<file path="config.mk">
export PLATFORM = sky130hd
export DESIGN_NAME = ppi_bus_sequencer
export DESIGN_NICKNAME = d
export VERILOG_FILES = /design/src/rtl/ppi_bus_sequencer.sv
export SDC_FILE = /design/constraint.sdc
export NUM_CORES = 1
export LEC_CHECK = 0
export CAP_MARGIN = 10
export CORE_ASPECT_RATIO = 0.5
export CORE_MARGIN = 3
export CORE_UTILIZATION = 43
export DETAILED_ROUTE_END_ITERATION = 7
export PLACE_DENSITY = 0.9
export SYNTH_ARGS = -nofsm -noshare
export SYNTH_HDL_FRONTEND = slang
export SYNTH_SLANG_ARGS = --single-unit
export TNS_END_PERCENT = 1
</file>
<file path="constraint.sdc">
create_clock -name clk -period 2.2 [get_ports clk]
set_input_delay 0.66 -clock clk [delete_from_list [all_inputs] [get_ports clk]]
set_output_delay 0.66 -clock clk [all_outputs]
set_load 0.005 [all_outputs]
</file>
<file path="src/rtl/ppi_bus_sequencer.sv">
// Bus master for an 8255-style PPI: round-robin arbitration between two requesters,
// timed setup/strobe/hold cycles, and a control-word write after every reset.
module ppi_bus_sequencer #(
  parameter int unsigned SETUP_CYC  = 1,
  parameter int unsigned STROBE_CYC = 2,
  parameter int unsigned HOLD_CYC   = 1,
  parameter logic [7:0]  INIT_CTRL  = 8'h80
) (
  input  logic       clk,
  input  logic       reset,
  input  logic [1:0] req,
  input  logic [1:0] we,
  input  logic [1:0] addr0,
  input  logic [1:0] addr1,
  input  logic [7:0] wdata0,
  input  logic [7:0] wdata1,
  output logic [1:0] done,
  output logic [7:0] rdata,
  output logic       busy,
  output logic       cs,
  output logic       read,
  output logic       write,
  output logic [1:0] A,
  output logic [7:0] d_out,
  output logic       d_oe,
  input  logic [7:0] d_in
);

  localparam int unsigned MAX_SS  = (SETUP_CYC > STROBE_CYC) ? SETUP_CYC : STROBE_CYC;
  localparam int unsigned MAX_CYC = (MAX_SS > HOLD_CYC) ? MAX_SS : HOLD_CYC;
  localparam int unsigned CW      = $clog2(MAX_CYC + 1);

  typedef enum logic [2:0] {S_INIT, S_IDLE, S_SETUP, S_STROBE, S_HOLD} state_t;

  state_t        state, next_state;
  logic [CW-1:0] cnt;
  logic          cnt_zero;
  logic          cyc_we, cyc_id, cyc_init, ptr;
  logic [1:0]    eff_req;
  logic          grant, gnt_id;
  logic          active;

  function automatic logic [CW-1:0] reload(input state_t s);
    case (s)
      S_SETUP:  reload = CW'(SETUP_CYC - 1);
      S_STROBE: reload = CW'(STROBE_CYC - 1);
      S_HOLD:   reload = CW'(HOLD_CYC - 1);
      default:  reload = '0;
    endcase
  endfunction

  assign cnt_zero = (cnt == '0);

  always_ff @(posedge clk) begin
    if (reset) begin
      state <= S_INIT;
      cnt   <= '0;
    end else begin
      state <= next_state;
      if (next_state != state)
        cnt <= reload(next_state);
      else if (!cnt_zero)
        cnt <= cnt - 1'b1;
    end
  end

  // A requester still holds req during its own done pulse; mask it so it is not re-granted.
  always_comb begin
    eff_req = req & ~done;
    grant   = |eff_req;
    gnt_id  = (eff_req == 2'b11) ? ptr : eff_req[1];
  end

  always_comb begin
    next_state = state;
    case (state)
      S_INIT:   next_state = S_SETUP;
      S_IDLE:   if (grant) next_state = S_SETUP;
      S_SETUP:  if (cnt_zero) next_state = S_STROBE;
      S_STROBE: if (cnt_zero) next_state = S_HOLD;
      S_HOLD:   if (cnt_zero) next_state = S_IDLE;
      default:  next_state = S_INIT;
    endcase
  end

  always_comb begin
    active = (state == S_SETUP) || (state == S_STROBE) || (state == S_HOLD);
    cs     = ~active;
    read   = ~((state == S_STROBE) && !cyc_we);
    write  = ~((state == S_STROBE) && cyc_we);
    d_oe   = active && cyc_we;
    busy   = (state != S_IDLE);
  end

  always_ff @(posedge clk) begin
    if (reset) begin
      A        <= '0;
      d_out    <= '0;
      cyc_we   <= 1'b0;
      cyc_id   <= 1'b0;
      cyc_init <= 1'b0;
      ptr      <= 1'b0;
      rdata    <= '0;
      done     <= '0;
    end else begin
      done <= '0;
      if (state == S_INIT) begin
        A        <= 2'b11;
        d_out    <= INIT_CTRL;
        cyc_we   <= 1'b1;
        cyc_init <= 1'b1;
      end else if (state == S_IDLE && grant) begin
        cyc_id   <= gnt_id;
        cyc_init <= 1'b0;
        ptr      <= ~gnt_id;
        cyc_we   <= we[gnt_id];
        A        <= gnt_id ? addr1 : addr0;
        if (we[gnt_id])
          d_out <= gnt_id ? wdata1 : wdata0;
      end
      if (state == S_STROBE && cnt_zero && !cyc_we)
        rdata <= d_in;
      if (state == S_HOLD && cnt_zero && !cyc_init)
        done[cyc_id] <= 1'b1;
    end
  end

endmodule

</file>
==> run_results.csv, run 1 <==
group,metric,value,unit
timing,setup-tns-final,0,ps
power,pwr-share-comb,29.4,%
power,power_frac_seq,40.4,%
global_routing,largest_net_degree_at_the_start_of_global_routing,22,
route,wire_per_inst,15.1,um
place,placement.io_buffers,58,
clock_network,cts_num_sinks,29,
synth,yosysWarnings,0,
power,p_leak,0.984,nW
floorplan,floorplan.rows,14,
hold_path,hold_path_class,"reg -> reg",
synth,synth-edff-count,0,
timing,whs,448,ps
critical_path,count_of_buffer_and_inverter_cells_on_the_critical_path,2,
power,power_per_cell_area,660,nW/um^2
place,detailedPlacementHpwl,3030,um
route,routed-via-count,1523,
power,netSwitchingPower,437,uW
timing,rsz0062_at_grt,"false",
place,cells_after_dpl,269,
timing,tmin_final,2120,ps
global_routing,initial_antenna_violation_count,0,
timing,slew_violations,0,
route,number_of_violations_reported_at_the_end_of_detailed_routing_iteration_0,72,
floorplan,die_height,47.2,um
clock_network,tritoncts,"done",
final_layout,layout_common_cells,"55 x sky130_fd_sc_hd__clkdlybuf4s50_1, 26 x sky130_fd_sc_hd__dfxtp_1, 19 x sky130_fd_sc_hd__nor2_1, 15 x sky130_fd_sc_hd__mux2i_1, 15 x sky130_fd_sc_hd__nand2_1",
synth,synthCells,170,
critical_path,critical_path.endpoint_type,"flop",
synth,synthSimpleGateAreaFrac,22.8,%
clock_network,clk-insertion-delay-late,280,ps
final_layout,syn2layout_area_growth,55.0,%
synth,synth_area_leaders,"sky130_fd_sc_hd__dfxtp_1 40%, sky130_fd_sc_hd__mux2i_1 10%, sky130_fd_sc_hd__nor2_1 4.9%",
synth,synth.net_count,205,
synth,combinational_family_with_the_most_area_after_synthesis,"simple AND/OR/NAND/NOR gates",
clock_network,cts.htree.levels,2,
floorplan,fp.dieArea,4180,um^2
final_layout,drive_above_1_share,14.3,%
final_layout,combined_flip_flop_and_latch_cell_area,589,um^2
clock_network,cts.clk_slew.worst_paths,60,ps
critical_path,critPathLaunchType,"input pin",
timing,layout_worst_path_cycle_share,96.4,%
clock_network,cts.path.max_buffers,2,
synth,seq_area_frac_synth,39.7,%
timing,finalSetupViolCount,0,
synth,syn_avg_cell_area,8.60,um^2
synth,synth_top_area_share,39.7,%
route,routed_wl,4180,um
final_layout,final_core_utilization,72.7,%
critical_path,required_time_worst_endpoint,2360,ps
synth,synth-seq-cells,29,
critical_path,timing.critical_path.arrival,2280,ps
floorplan,design.portCount,59,
synth,synth_largest_area_cell,"sky130_fd_sc_hd__dfxtp_1",
synth,synth-adder-area-share,0.855,%
final_layout,nets,272,
critical_path,critPathSlowestCell,"sky130_fd_sc_hd__clkdlybuf4s50_1",
power,intPower,1.06,mW
final_layout,multi_input_comb_area,821,um^2
global_routing,remaining_global_route_overflow,0,
job,maxCapViolCount,0,
place,weighted_congestion_reported_at_the_end_of_routability_driven_placement,0.819,
critical_path,largest_stage_delay_on_the_critical_path,480,ps
floorplan,initial_core_util,46.9,%
final_layout,diodes,0,
critical_path,cp_top_family,"buffers and inverters",
synth,synth_top_flop_cell,"sky130_fd_sc_hd__dfxtp_1",
global_routing,global_route.usage.total,20.5,%
synth,netlist_area,1460,um^2
critical_path,timing.critical_path.cells,"clkdlybuf4s50_1, or3b_4, a21bo_2, a21o_1, buf_12, mux2i_1",
synth,synth_cell_type_count,39,
power,vdd_drop_max,0.000339,V
clock_network,cts_buffers,5,
power,clockPowerShare,30.1,%
timing,slew_headroom,51.7,%
route,detail-route-antenna-nets,0,
timing,final-hold-violation-count,0,
route,drt_drc_violations_left,0,
route,firstDrtPassIters,4,
global_routing,first_global_vias,1435,
clock_network,cts_root_buffer,"sky130_fd_sc_hd__clkbuf_8",
clock_network,cts_hold_buf,0,
synth,ys_async_sr_fraction,0,%
floorplan,die_width,88.5,um
outcome,run_status,"finished, final reports clean",
critical_path,path_max_fanout,8,
synth,mux_cell_area_share_after_synthesis,10.3,%
critical_path,timing.setup.critical_path_class,"in -> reg",
synth,yosys.area_share.xor_xnor,0.599,%
route,viasPerCell,5.50,
power,switching_share,29.2,%
timing,timing.clock.skew,3.75,ps
power,total_power,1.50,mW
final_layout,instances_no_fill,277,
final_layout,fill_cells,215,
global_routing,grt_pass1_wl,6490,um
timing,fmax,471,MHz
floorplan,coreArea,3120,um^2
final_layout,final_common_cell,"sky130_fd_sc_hd__clkdlybuf4s50_1",
timing,worst_slew_pin_slew,721,ps
synth,synthesized_area_fraction_occupied_by_ao_oa_aoi_and_oai_cells,20.2,%
## metrics by stage
stage	setup slack, ps	cell area, um^2
2_1_floorplan	344	1460
5_1_grt	19.7	2270
4_1_cts	20.3	2260
3_5_place_dp	-208	2140
6_report	78.4	2270
3_3_place_gp	-160	2140
## routing by layer
layer / vias to the layer above / wire length, um / GRT usage (%)
met5: - / 0 / 0
met4: 0 / 112 / 9.64
met3: 12 / 196 / 5.08
met2: 49 / 2190 / 38.3
met1: 723 / 1690 / 22.9
li1: 739 / - / -
## final timing paths
kind,from,endpoint,slack (ps),cells past startpoint
worst max-delay path,req[0],d_out[1]$_SDFFE_PP0P_,80,6
worst min-delay path,cyc_id$_SDFFE_PP0P_,done[0]$_SDFF_PP0_,450,1
worst max register to register,cnt[0]$_SDFFE_PP0P_,rdata[6]$_SDFFE_PP0P_,310,5
worst min register to register,cyc_id$_SDFFE_PP0P_,done[0]$_SDFF_PP0_,450,1
## sequential cells by signal, summed over array words and instances (netlist names)
signal and count:
cyc_id 1, A 2, rdata 8, ptr 1, state 3, cyc_init 1, done 2, cnt 2
cyc_we 1, d_out 8
## layout make-up
| type | count | area share, % |
|---|---|---|
| sequential | 29 | 26.0 |
| multi-input combinational | 124 | 36.2 |
| inverter | 4 | 0.662 |
| tap | 40 | 2.21 |
| clock buffer | 7 | 3.81 |
| timing repair buffer | 73 | 31.1 |
## power by group through the flow
| stage | Clock (mW) | Combinational (mW) | Sequential [mW] |
|---|---|---|---|
| global route | 0.465 | 0.486 | 0.610 |
| global placement | 0 | 0.414 | 0.609 |
| floorplan | 0 | 0.252 | 0.598 |
| CTS | 0.446 | 0.437 | 0.604 |
| detailed placement | 0 | 0.430 | 0.611 |
| finish | 0.451 | 0.440 | 0.605 |
## repair_timing
item / in CTS / in global routing
setup endpoints to repair: 3 / 2
gates cloned: 0 / 0
gates resized for setup: 9 / 3
pin swaps: 1 / 0
setup buffers: 1 / 0
## worst reg2reg max path, stage by stage (launching register included)
cell,delay [ps]
sky130_fd_sc_hd__dfxtp_1,320
sky130_fd_sc_hd__inv_1,110
sky130_fd_sc_hd__ha_1,440
sky130_fd_sc_hd__nand4b_1,530
sky130_fd_sc_hd__mux2i_1,310
sky130_fd_sc_hd__nor2_1,70
## cell families after synthesis
| family | count (synthesis) |
|---|---|
| AOI/OAI and AO/OA | 40 |
| xor gates and xnor gates | 1 |
| adders and majority gates | 1 |
| buffers and inverters | 17 |
| DFF | 29 |
| muxes | 15 |
| and+or+nand+nor | 67 |
## synthesized netlist by cell type (2+ instances only)
library cell,count
sky130_fd_sc_hd__nand3_1,6
sky130_fd_sc_hd__buf_2,2
sky130_fd_sc_hd__dfxtp_1,29
sky130_fd_sc_hd__inv_1,4
sky130_fd_sc_hd__and3_1,9
sky130_fd_sc_hd__mux2i_1,15
sky130_fd_sc_hd__o21ai_0,8
sky130_fd_sc_hd__nor2b_1,4
sky130_fd_sc_hd__a21oi_1,8
sky130_fd_sc_hd__buf_6,2
sky130_fd_sc_hd__nand2_1,15
sky130_fd_sc_hd__a311oi_1,3
sky130_fd_sc_hd__clkbuf_1,9
sky130_fd_sc_hd__nand2b_1,3
sky130_fd_sc_hd__a21boi_0,7
sky130_fd_sc_hd__nor3_1,5
sky130_fd_sc_hd__nor2_1,19
(Power assumes the default switching activity.)
==> run 2: changes to the inputs <==
Settings changed: CELL_PAD_IN_SITES_DETAIL_PLACEMENT set to 0, CELL_PAD_IN_SITES_GLOBAL_PLACEMENT set to 1, CORE_UTILIZATION 43 to 30, PLACE_DENSITY 0.9 to 0.88.
==> run_results.csv, run 2 (synthesis results as in run 1) <==
group,metric,value,unit
critical_path,critical_path.endpoint_type,"flop",
route,number_of_violations_reported_at_the_end_of_detailed_routing_iteration_0,47,
critical_path,timing.critical_path.arrival,2380,ps
route,firstDrtPassIters,4,
critical_path,timing.critical_path.cells,"nand2b_4, nor2_2, buf_4, buf_4, buf_4, buf_4, buf_4, buf_4, buf_4, buf_4, buf_4, buf_4, buf_4, a22oi_2, nor2_1",
global_routing,grt_pass1_wl,7020,um
place,dpl_worst_slack,-215,ps
outcome,violations,"setup timing",
global_routing,initial_antenna_violation_count,0,
power,total_power,1.58,mW
clock_network,cts.htree.levels,2,
timing,layout_worst_path_cycle_share,100,%
global_routing,remaining_global_route_overflow,0,
power,power_per_cell_area,643,nW/um^2
clock_network,cts_hold_buf,0,
timing,post-route-worst-setup-slack,-5.81,ps
final_layout,drive_above_1_share,21.8,%
global_routing,largest_net_degree_at_the_start_of_global_routing,20,
timing,timing.clock.skew,4.21,ps
floorplan,coreArea,4550,um^2
global_routing,first_global_vias,1545,
route,wire_per_inst,13.6,um
clock_network,cts_buffers,5,
route,routed_wl,4410,um
timing,slew_violations,0,
timing,worst_slew_pin_slew,795,ps
final_layout,biggest_registers_after_layout,"d_out: 8 flops, rdata: 8 flops, state: 3 flops",
timing,rsz0062_at_grt,"true",
critical_path,largest_stage_delay_on_the_critical_path,370,ps
place,placement.io_buffers,58,
job,maxCapViolCount,0,
final_layout,nets,291,
floorplan,initial_core_util,32.1,%
place,detailedPlacementHpwl,3010,um
timing,slew_headroom,46.8,%
outcome,run_status,"complete, but fails checks",
floorplan,die_width,105,um
clock_network,tritoncts,"done",
route,viasPerCell,4.82,
global_routing,global_route.usage.total,14.8,%
floorplan,floorplan.rows,17,
clock_network,clk-insertion-delay-late,290,ps
final_layout,instances_no_fill,323,
final_layout,fill_cells,435,
floorplan,fp.dieArea,5800,um^2
clock_network,cts_root_buffer,"sky130_fd_sc_hd__clkbuf_8",
timing,final-hold-violation-count,0,
final_layout,syn2layout_area_growth,68.1,%
place,cell_area_placed,2210,um^2
final_layout,layout_common_cells,"55 x sky130_fd_sc_hd__clkdlybuf4s50_1, 33 x sky130_fd_sc_hd__buf_4, 26 x sky130_fd_sc_hd__dfxtp_1, 18 x sky130_fd_sc_hd__nor2_1",
route,drt_drc_violations_left,0,
critical_path,worst_path_most_repeated_cell,"sky130_fd_sc_hd__buf_4",
critical_path,timing.setup.critical_path_class,"reg -> reg",
floorplan,design.portCount,59,
critical_path,path_max_fanout,4,
critical_path,required_time_worst_endpoint,2380,ps
floorplan,die_height,55.4,um
place,weighted_congestion_reported_at_the_end_of_routability_driven_placement,0.730,
route,routed-via-count,1558,
critical_path,critPathSlowestCell,"sky130_fd_sc_hd__dfxtp_4",
hold_path,hold_path_class,"reg -> reg",
final_layout,stdcell_area,2460,um^2
timing,setup-tns-final,-5.81,ps
timing,finalSetupViolCount,1,
clock_network,cts_num_sinks,29,
power,p_leak,1.08,nW
clock_network,cts.path.max_buffers,2,
final_layout,diodes,0,
clock_network,cts.clk_slew.worst_paths,70,ps
critical_path,critPathLaunchType,"flop",
timing,tmin_final,2210,ps
timing,fmax,453,MHz
power,vdd_drop_max,0.000232,V
final_layout,final_common_cell,"sky130_fd_sc_hd__clkdlybuf4s50_1",
place,cells_after_dpl,299,
route,detail-route-antenna-nets,0,
[run 2: layer usage]
layer  wire, um  track usage (%)  vias to the layer above
met5          0                0                        -
met4        130             6.92                        0
met3        189             3.15                       15
met2       2140             25.0                       44
met1       1950             18.1                      720
li1           -                -                      779
[run 2: metrics by stage]
stage	hold WS, ps	util, %
finish	445	54.0
detailed placement	438	48.5
CTS	447	52.8
floorplan	402	-
global route	470	54.0
global placement	441	48.5
[run 2: area by class of cell]
cell class                      count  area [um^2]  area share, %
Clock inverter                      1         5.00          0.204
Sequential cell                    29          589           24.0
Tap cell                           66         82.6           3.36
Timing Repair Buffer               92          845           34.4
Inverter                            4         15.0          0.611
Clock buffer                        7         96.3           3.92
Multi-Input combinational cell    124          826           33.6
[run 2: final timing paths]
| path | cells after the start | slack (ps) | to | from |
|---|---|---|---|---|
| setup / recovery | 15 | -6 | state[0]$_SDFF_PP0_ | state[0]$_SDFF_PP0_ |
| hold / removal | 1 | 450 | done[0]$_SDFF_PP0_ | cyc_id$_SDFFE_PP0P_ |
| setup reg to reg | 15 | -6 | state[0]$_SDFF_PP0_ | state[0]$_SDFF_PP0_ |
| hold reg to reg | 1 | 450 | done[0]$_SDFF_PP0_ | cyc_id$_SDFFE_PP0P_ |
[run 2: what timing repair did]
item	in CTS	in global routing
gates cloned	0	0
setup buffers	11	5
pin swaps	1	2
endpoints found under the setup margin	3	4
gates resized for setup	9	4
[run 2: where the power goes]
part           total [mW]  internal (mW)  switching [mW]
registers           0.606          0.569          0.0364
logic               0.477          0.268           0.209
clock network       0.498          0.282           0.216
total                1.58           1.12           0.461
[run 2: worst max-delay path: cells and delay by family (launching register included)]
family / cells / cell delay [ps]
and+or+nand+nor: 3 / 250
AOI/OAI and AO/OA: 1 / 130
buffers and inverters: 11 / 1340
DFF: 1 / 370
==> run 3: changes to the inputs <==
Settings changed: GPL_TIMING_DRIVEN set to 0, PLACE_DENSITY 0.88 to unset, PLACE_DENSITY_LB_ADDON set to 0.1, SETUP_SLACK_MARGIN set to 0.02.
==> run_results.csv, run 3 (synthesis results as in run 1) <==
group,metric,value,unit
clock_network,cts_num_sinks,29,
route,wire_per_inst,12.4,um
outcome,run_status,"finished, final reports clean",
timing,timing.clock.skew,4.13,ps
timing,finalSetupViolCount,0,
clock_network,cts_root_buffer,"sky130_fd_sc_hd__clkbuf_8",
route,routed-via-count,1434,
timing,final-hold-violation-count,0,
final_layout,combined_flip_flop_and_latch_cell_area,582,um^2
place,detailedPlacementHpwl,2760,um
clock_network,cts.htree.levels,2,
timing,setup-tns-final,0,ps
floorplan,die_height,55.4,um
final_layout,multi_input_comb_area,830,um^2
timing,worst_slew_pin_slew,586,ps
final_layout,nets,272,
final_layout,drive_above_1_share,13.1,%
route,detail-route-antenna-nets,0,
power,power_per_cell_area,645,nW/um^2
clock_network,clk-insertion-delay-late,270,ps
global_routing,grt_pass1_wl,6400,um
critical_path,required_time_worst_endpoint,2390,ps
route,wl_met2,1660,um
place,cells_after_dpl,294,
power,p_leak,0.958,nW
final_layout,final_common_cell,"sky130_fd_sc_hd__clkdlybuf4s50_1",
place,cell_area_placed,2130,um^2
global_routing,initial_antenna_violation_count,0,
route,firstDrtPassIters,4,
timing,layout_worst_path_cycle_share,96.1,%
place,weighted_congestion_reported_at_the_end_of_routability_driven_placement,0.724,
critical_path,critPathLaunchType,"input pin",
final_layout,syn2layout_area_growth,55.8,%
final_layout,stdcell_area,2280,um^2
floorplan,die_width,105,um
final_layout,biggest_registers_after_layout,"d_out: 8 flops, rdata: 8 flops, state: 3 flops",
clock_network,cts_buffers,5,
floorplan,floorplan.rows,17,
route,routed_wl,3750,um
final_layout,instances_no_fill,303,
critical_path,largest_stage_delay_on_the_critical_path,470,ps
final_layout,fill_cells,474,
timing,slew_violations,0,
final_layout,layout_common_cells,"53 x sky130_fd_sc_hd__clkdlybuf4s50_1, 28 x sky130_fd_sc_hd__dfxtp_1, 18 x sky130_fd_sc_hd__nor2_1, 15 x sky130_fd_sc_hd__mux2i_1, 15 x sky130_fd_sc_hd__nand2_1",
power,total_power,1.47,mW
floorplan,design.portCount,59,
timing,rsz0062_at_grt,"false",
job,maxCapViolCount,0,
route,m1WireLength,1770,um
final_layout,diodes,0,
floorplan,fp.dieArea,5800,um^2
clock_network,tritoncts,"done",
floorplan,coreArea,4550,um^2
route,highest_metal_layer_with_signal_wires,"met4",
critical_path,critical_path.endpoint_type,"flop",
global_routing,remaining_global_route_overflow,0,
critical_path,timing.setup.critical_path_class,"in -> reg",
route,number_of_violations_reported_at_the_end_of_detailed_routing_iteration_0,28,
clock_network,cts.path.max_buffers,2,
global_routing,largest_net_degree_at_the_start_of_global_routing,11,
clock_network,cts.clk_slew.worst_paths,60,ps
critical_path,critPathSlowestCell,"sky130_fd_sc_hd__clkdlybuf4s50_1",
global_routing,first_global_vias,1414,
timing,tmin_final,2120,ps
timing,fmax,473,MHz
place,placement.io_buffers,58,
global_routing,global_route.usage.total,13.4,%
hold_path,hold_path_class,"reg -> reg",
route,met3RoutedLength,300,um
floorplan,initial_core_util,32.1,%
critical_path,timing.critical_path.cells,"clkdlybuf4s50_1, or3b_4, a21bo_2, a21o_1, buf_6, a221oi_2",
route,viasPerCell,4.73,
critical_path,path_max_fanout,9,
timing,slew_headroom,60.6,%
power,vdd_drop_max,0.000253,V
route,drt_drc_violations_left,0,
critical_path,timing.critical_path.arrival,2310,ps
clock_network,cts_hold_buf,0,
-- run 3: cell types whose count changed in the layout (fill, tap and decap cells not counted), sizes merged --
cell	change
buf	-27
clkbuf	+8
clkdlybuf4s50	-2
clkinv	-1
dlymetal6s2s	+2
-- run 3: per-stage QoR --
| stage | hold WS [ps] | worst slack (ps) | util, % |
|---|---|---|---|
| 6_report | 436 | 84.7 | 50.1 |
| 5_1_grt | 466 | 25.7 | 50.1 |
| 4_1_cts | 440 | 27.0 | 49.1 |
| 3_5_place_dp | 432 | -408 | 46.7 |
| 3_3_place_gp | 431 | -424 | 46.7 |
| 2_1_floorplan | 402 | 344 | - |
-- run 3: timing repair --
| action | in CTS | in global routing |
|---|---|---|
| endpoints found under the setup margin | 15 | 13 |
| pin swaps | 1 | 1 |
| buffers inserted | 1 | 1 |
| endpoints found under the hold margin | 0 | 0 |
| gates cloned | 0 | 0 |
| resized for setup | 12 | 19 |
-- run 3: final cells by class --
class / instances / area share (%)
Inverter: 4 / 0.659
Tap cell: 66 / 3.62
Sequential cell: 29 / 25.5
Clock buffer: 7 / 3.79
Multi-Input combinational cell: 124 / 36.4
Timing Repair Buffer: 60 / 26.2
Buffer: 13 / 3.79
-- run 3: worst paths after layout --
check,start,end,slack (ps),depth (start not counted)
setup reg to reg,state[0]$_SDFF_PP0_,d_out[5]$_SDFFE_PP0P_,440,6
hold / removal,cyc_id$_SDFFE_PP0P_,done[0]$_SDFF_PP0_,440,1
hold reg to reg,cyc_id$_SDFFE_PP0P_,done[0]$_SDFF_PP0_,440,1
setup / recovery,req[0],d_out[7]$_SDFFE_PP0P_,80,6
-- run 3: metal layers --
metal | GRT usage, % | up-vias
li1 | - | 743
met1 | 16.6 | 647
met2 | 21.6 | 40
met3 | 6.07 | 4
met4 | 2.99 | 0
met5 | 0 | -
-- run 3: where the power goes --
part           internal, mW  switching (mW)  leakage [nW]
logic                 0.238           0.203         0.677
clock network         0.248           0.190        0.0443
registers             0.567          0.0247         0.237
-- run 3: worst max-delay path, delay by kind of cell --
family	cells	cell delay (ps)
simple gates	1	390
buf+inv	2	620
compound gates	3	640
